==> config.mk <==
export PLATFORM = sky130hd
export DESIGN_NAME = as_4b
export DESIGN_NICKNAME = d
export VERILOG_FILES = /design/src/rtl/as_4b_pkg.sv /design/src/rtl/as_4b_full_adder.sv /design/src/rtl/as_4b.sv
export SDC_FILE = /design/constraint.sdc
export NUM_CORES = 1
export LEC_CHECK = 0
export CORE_AREA = 3 3 40 42
export CTS_BUF_LIST = sky130_fd_sc_hd__clkbuf_16
export CTS_CLUSTER_DIAMETER = 30
export DETAILED_ROUTE_END_ITERATION = 8
export DIE_AREA = 0 0 43 45
export PLACE_DENSITY_LB_ADDON = 0.05
export SLEW_MARGIN = 20
export SYNTH_ARGS = -nofsm -noshare
export SYNTH_HDL_FRONTEND = slang
export SYNTH_SLANG_ARGS = --single-unit
==> constraint.sdc <==
create_clock -name clk -period 0.8 [get_ports clk]
set_input_delay 0.2 -clock clk [delete_from_list [all_inputs] [get_ports clk]]
set_output_delay 0.2 -clock clk [all_outputs]
set_load 0.02 [all_outputs]
==> src/rtl/as_4b_pkg.sv <==
// -----------------------------------------------------------------------------
// as_4b_pkg
// Shared constants for the registered adder/subtractor.
//   MODE_ADD / MODE_SUB : encoding of the 'mode' input.
//   AS_WIDTH            : default operand/result width.
// -----------------------------------------------------------------------------
package as_4b_pkg;

    localparam logic MODE_ADD = 1'b0;
    localparam logic MODE_SUB = 1'b1;

    localparam int AS_WIDTH = 4;

endpackage : as_4b_pkg

==> src/rtl/as_4b_full_adder.sv <==
// -----------------------------------------------------------------------------
// full_adder
// One-bit full adder cell, chained by as_4b into a ripple-carry adder.
// Ports:
//   a, b  : operand bits
//   cin   : carry in
//   s     : sum bit
//   cout  : carry out
// -----------------------------------------------------------------------------
module full_adder (
    input  logic a,
    input  logic b,
    input  logic cin,
    output logic s,
    output logic cout
);

    assign s    = a ^ b ^ cin;
    assign cout = (a & b) | (a & cin) | (b & cin);

endmodule : full_adder

==> src/rtl/as_4b.sv <==
// -----------------------------------------------------------------------------
// as_4b
// Registered WIDTH-bit adder/subtractor with carry/borrow, signed overflow and
// zero flags. Subtraction is A + ~B + 1 through the same ripple chain.
// Ports:
//   clk        : rising-edge clock
//   rst_n      : asynchronous active-low reset, clears every output
//   A, B       : operands (unsigned or two's complement)
//   mode       : MODE_ADD (A+B) or MODE_SUB (A-B)
//   result     : registered sum/difference modulo 2^WIDTH
//   carry_out  : registered carry (add) or borrow (subtract)
//   overflow   : registered two's-complement overflow
//   zero       : registered flag, set when result is zero
//   out_valid  : low in reset, high from the first edge after release
// -----------------------------------------------------------------------------
module as_4b
    import as_4b_pkg::*;
#(
    parameter int WIDTH = AS_WIDTH
) (
    input  logic             clk,
    input  logic             rst_n,
    input  logic [WIDTH-1:0] A,
    input  logic [WIDTH-1:0] B,
    input  logic             mode,
    output logic [WIDTH-1:0] result,
    output logic             carry_out,
    output logic             overflow,
    output logic             zero,
    output logic             out_valid
);

    logic             w_sub;
    logic [WIDTH-1:0] w_bInv;
    logic [WIDTH-1:0] w_sum;
    logic [WIDTH:0]   w_carry;
    logic             w_carryFlag;
    logic             w_overflow;
    logic             w_zero;

    logic [WIDTH-1:0] r_result;
    logic             r_carry;
    logic             r_overflow;
    logic             r_zero;
    logic             r_valid;

    // Subtraction inverts B and injects a carry-in of 1 (two's complement).
    assign w_sub      = (mode == MODE_SUB);
    assign w_bInv     = B ^ {WIDTH{w_sub}};
    assign w_carry[0] = w_sub;

    genvar gi;
    generate
        for (gi = 0; gi < WIDTH; gi++) begin : gAdder
            full_adder uFa (
                .a    (A[gi]),
                .b    (w_bInv[gi]),
                .cin  (w_carry[gi]),
                .s    (w_sum[gi]),
                .cout (w_carry[gi+1])
            );
        end
    endgenerate

    // In subtract mode a missing carry out of the MSB means a borrow occurred.
    assign w_carryFlag = w_carry[WIDTH] ^ w_sub;
    // Carry into the MSB differing from carry out of it signals signed overflow.
    assign w_overflow  = w_carry[WIDTH] ^ w_carry[WIDTH-1];
    // Taken from the combinational sum so it lands in the same cycle as result.
    assign w_zero      = ~|w_sum;

    always_ff @(posedge clk or negedge rst_n) begin
        if (!rst_n) begin
            r_result   <= '0;
            r_carry    <= 1'b0;
            r_overflow <= 1'b0;
            r_zero     <= 1'b0;
            r_valid    <= 1'b0;
        end else begin
            r_result   <= w_sum;
            r_carry    <= w_carryFlag;
            r_overflow <= w_overflow;
            r_zero     <= w_zero;
            r_valid    <= 1'b1;
        end
    end

    assign result    = r_result;
    assign carry_out = r_carry;
    assign overflow  = r_overflow;
    assign zero      = r_zero;
    assign out_valid = r_valid;

endmodule : as_4b

==> out/results.env <==
OUTCOME='finished, violations left'
FAILED_CHECKS='setup timing'
MAXIMUM_NUMBER_OF_PINS_ON_ONE_NET_BEFORE_GLOBAL_ROUTE_REPAIR=9
CRITICAL_PATH.MAX_FANOUT=2
SYNTH_SIMPLE_GATE_AREA_SHARE_PCT=3.38
DIE_WIDTH_UM=43
FINALWORSTPATHREQUIREDPERIOD_NS=1.69
CORE_UM2=1280
FINALSETUPVIOLCOUNT=14
PLACED_CELL_AREA_UM2=602
SYNTH_SEQ_AREA_SHARE_PCT=54.1
GRT_SETUP_UNREPAIRED='yes'
GRT_PASS1_WL_MM=1.03
CRITPATHLAUNCHTYPE='input pin'
WORST_SLACK_NS=-0.891
CP-STARTPOINT='B[0]'
DRT_FIRST_PASS_ITERS=2
COMPOUND_GATE_PORTION_OF_THE_SYNTHESIZED_AREA_PCT=0
FINAL-HOLD-VIOLATION-COUNT=0
SYNTH.AVG_CELL_AREA_UM2=14.2
HOLD_PATH_CLASS='input pin to async pin'
CTS_HTREE_LEVELS=1
ROUTE.VIAS.TOTAL=261
SLEW_VIOLATIONS=0
POSTROUTEWIRELENGTH_UM=646
DRCVIOLATIONCOUNT=0
DETAILEDPLACEMENTHPWL_UM=525
POWER_LEAKAGE_uW=0.000342
MAPPEDNETLISTNETS=40
CRIT_PATH_TOP_DELAY_CELL='sky130_fd_sc_hd__fa_2'
DIE_AREA_UM2=1940
CTS_HOLD_FIX_BUFS=0
WIRE_PER_INST_UM=9.79
CRITICAL_PATH.MAX_STAGE_DELAY_NS=0.54
CLOCK_TREE_FROM_TRITONCTS='done'
SYN_TO_FINAL_GROWTH_PCT=90.5
POWER.DENSITY_CELL_AREA_nW_PER_UM2=2620
CLOCK_PIN_SLEW_ON_THE_WORST_SETUP_AND_HOLD_PATHS_NS=0.03
ROUTE.ANTENNA.REMAINING_NETS=0
SYNTHESIS.AREA_UM2=370
SYNTH-XOR-AREA-SHARE_PCT=14.2
CRIT_PATH_FREQUENT_CELL='sky130_fd_sc_hd__fa_2'
INSERTEDDIODECOUNT=0
PATH_CLASS='input pin to flop'
DETAILEDROUTE.FIRSTITERATIONVIOLATIONS=1
SYNTH_SEQ_CELLS=8
FINALNETCOUNT=67
SYNTH_TOP_FAMILY_BY_AREA='adder cells'
IO_BUFFERS=18
POST_SYNTH_FA_HA_MAJ_AREA_FRACTION_PCT=16.2
TRITONCTS_NUM_SINKS=8
GR-TOTAL-OVERFLOW=0
GRT_USAGE_PCT=8.14
CTS-ROOT-BUF='sky130_fd_sc_hd__clkbuf_16'
CRIT_PATH_END='zero$_DFF_PN0_'
CP.ARRIVAL_NS=1.83
CTS_MADE_BUFFERS=3
ROUTABILITYCONGESTION=0.603
VIAS_PER_CELL=3.95
FRACTION_OF_FINAL_LAYOUT_CELLS_WITH_DRIVE_STRENGTH_GREATER_THAN_1_PCT=60.8
POST-ROUTE-CELL-AREA_UM2=706
ROW_COUNT=13
DRV_CAP=0
SYN-INSTANCE-COUNT=26
FILLERS=118
MUXSHAREOFSYNTHAREA_PCT=3.04
HIGHEST_CLOCK_FREQUENCY_THE_DESIGN_CAN_MEET_MHz=591
NUM_IO_PINS=19
CTS_BUFFER_DEPTH=2
CRIT_PATH_CELL_TRACE='buf_6 > mux2_4 > fa_2 > inv_2 > fa_2 > fa_2 > inv_2 > nor4_2'
INITIAL_UTILIZATION_PCT=28.8
PLACED_CELLS=62
SYNTH.DISTINCT_CELLS=9
FINALNONFILLERCELLS=66
CRIT_PATH_END_KIND='flop'
TIMING.FINAL.CRIT_SHARE_PCT=211
VDD_DROP_MAX_mV=0.994
ANTENNA_FOUND_INITIAL=0
DIE_HEIGHT_UM=45
VIA_COUNT_OF_THE_FIRST_GLOBAL_ROUTING_PASS=269
DATA_REQUIRED_CRITICAL_PATH_NS=0.93
SYNTH_WARNINGS=0
## synth_stat cells, drive strengths merged
library cell,n,share of area (%)
inv,5,5.1
xnor2,3,7.1
buf,1,3.0
fa,3,16
mux2,1,3.0
xor2,3,7.1
dfrtp,8,54
conb,1,1.0
nor4,1,3.4
## layout make-up
class / instances / area [um2] / area share, %
Timing Repair Buffer: 23 / 226 / 32.1
Sequential cell: 8 / 200 / 28.4
Multi-Input combinational cell: 12 / 166 / 23.6
Clock buffer: 3 / 75.1 / 10.6
Inverter: 5 / 18.8 / 2.66
Tap cell: 15 / 18.8 / 2.66
## worst min-delay path by stage
stage | from | end | slack (ns) | depth (start not counted)
5_1_grt | rst_n | zero$_DFF_PN0_ | 0.28 | 1
6_report | rst_n | zero$_DFF_PN0_ | 0.24 | 1
2_1_floorplan | rst_n | carry_out$_DFF_PN0_ | -0.1 | 0
3_3_place_gp | rst_n | result[3]$_DFF_PN0_ | 0.48 | 1
3_5_place_dp | rst_n | overflow$_DFF_PN0_ | 0.48 | 1
4_1_cts | rst_n | zero$_DFF_PN0_ | 0.24 | 1
## report_power, final
group / leakage, uW / internal (uW) / switching (uW)
clock: 0.0000370 / 641 / 166
sequential: 0.0000953 / 484 / 33.3
combinational: 0.000210 / 284 / 244
total: 0.000342 / 1410 / 443
## sequential cells by signal, indices dropped and copies added (netlist names)
register and count:
result 4, carry_out 1, out_valid 1, overflow 1, zero 1
## cell usage in the layout (no fill, tap or decap), drive strengths merged
cell and instances:
fa 3, dlygate4sd2 2, nor4 1, mux2 1
conb 1, dfrtp 8, clkbuf 3, xor2 3
clkdlybuf4s50 3, dlymetal6s2s 1, xnor2 3, inv 5
buf 17
## through the flow
stage	total power, uW	worst slack (ns)	utilization (%)	setup TNS (ns)	hold slack, ns
6_report	1850	-0.891	54.9	-4.70	0.238
3_3_place_gp	988	-1.57	46.8	-10.48	0.477
4_1_cts	1870	-0.984	54.5	-5.25	0.245
5_1_grt	1940	-0.962	54.9	-5.10	0.280
2_1_floorplan	747	-1.09	-	-5.01	-0.0956
3_5_place_dp	998	-1.61	46.8	-10.74	0.479
## worst max-delay path, delay by kind of cell
| kind | cells | cell delay, ns |
|---|---|---|
| adder cells (fa/ha/maj) | 3 | 1.08 |
| buffers and inverters | 3 | 0.17 |
| multiplexers | 1 | 0.19 |
| AND/OR/NAND/NOR | 1 | 0.18 |
## per-layer routing
metal / GRT usage, % / vias up / share of wire [%] / wire, um
met5: 0 / - / 0 / 0
met4: 9.04 / 0 / 0.62 / 4
met3: 3.98 / 2 / 16 / 103
met2: 12.6 / 16 / 54 / 349
met1: 7.36 / 121 / 29 / 190
li1: - / 122 / - / -
## kinds of logic (layout without fill, tap and decap cells)
| family | Yosys count | after routing |
|---|---|---|
| simple gates | 1 | 1 |
| buf+inv | 6 | 31 |
| other cells | 1 | 1 |
| mux | 1 | 1 |
| xor+xnor | 6 | 6 |
| flops | 8 | 8 |
| fa+ha+maj | 3 | 3 |
## repair_timing
action                     4_1_cts  5_1_grt
setup endpoints to repair       15       14
resized for setup               75        3
hold endpoints to repair         0        0
buffers inserted                 1        0
pin swaps                        5        3
(Power assumes the default switching activity.)
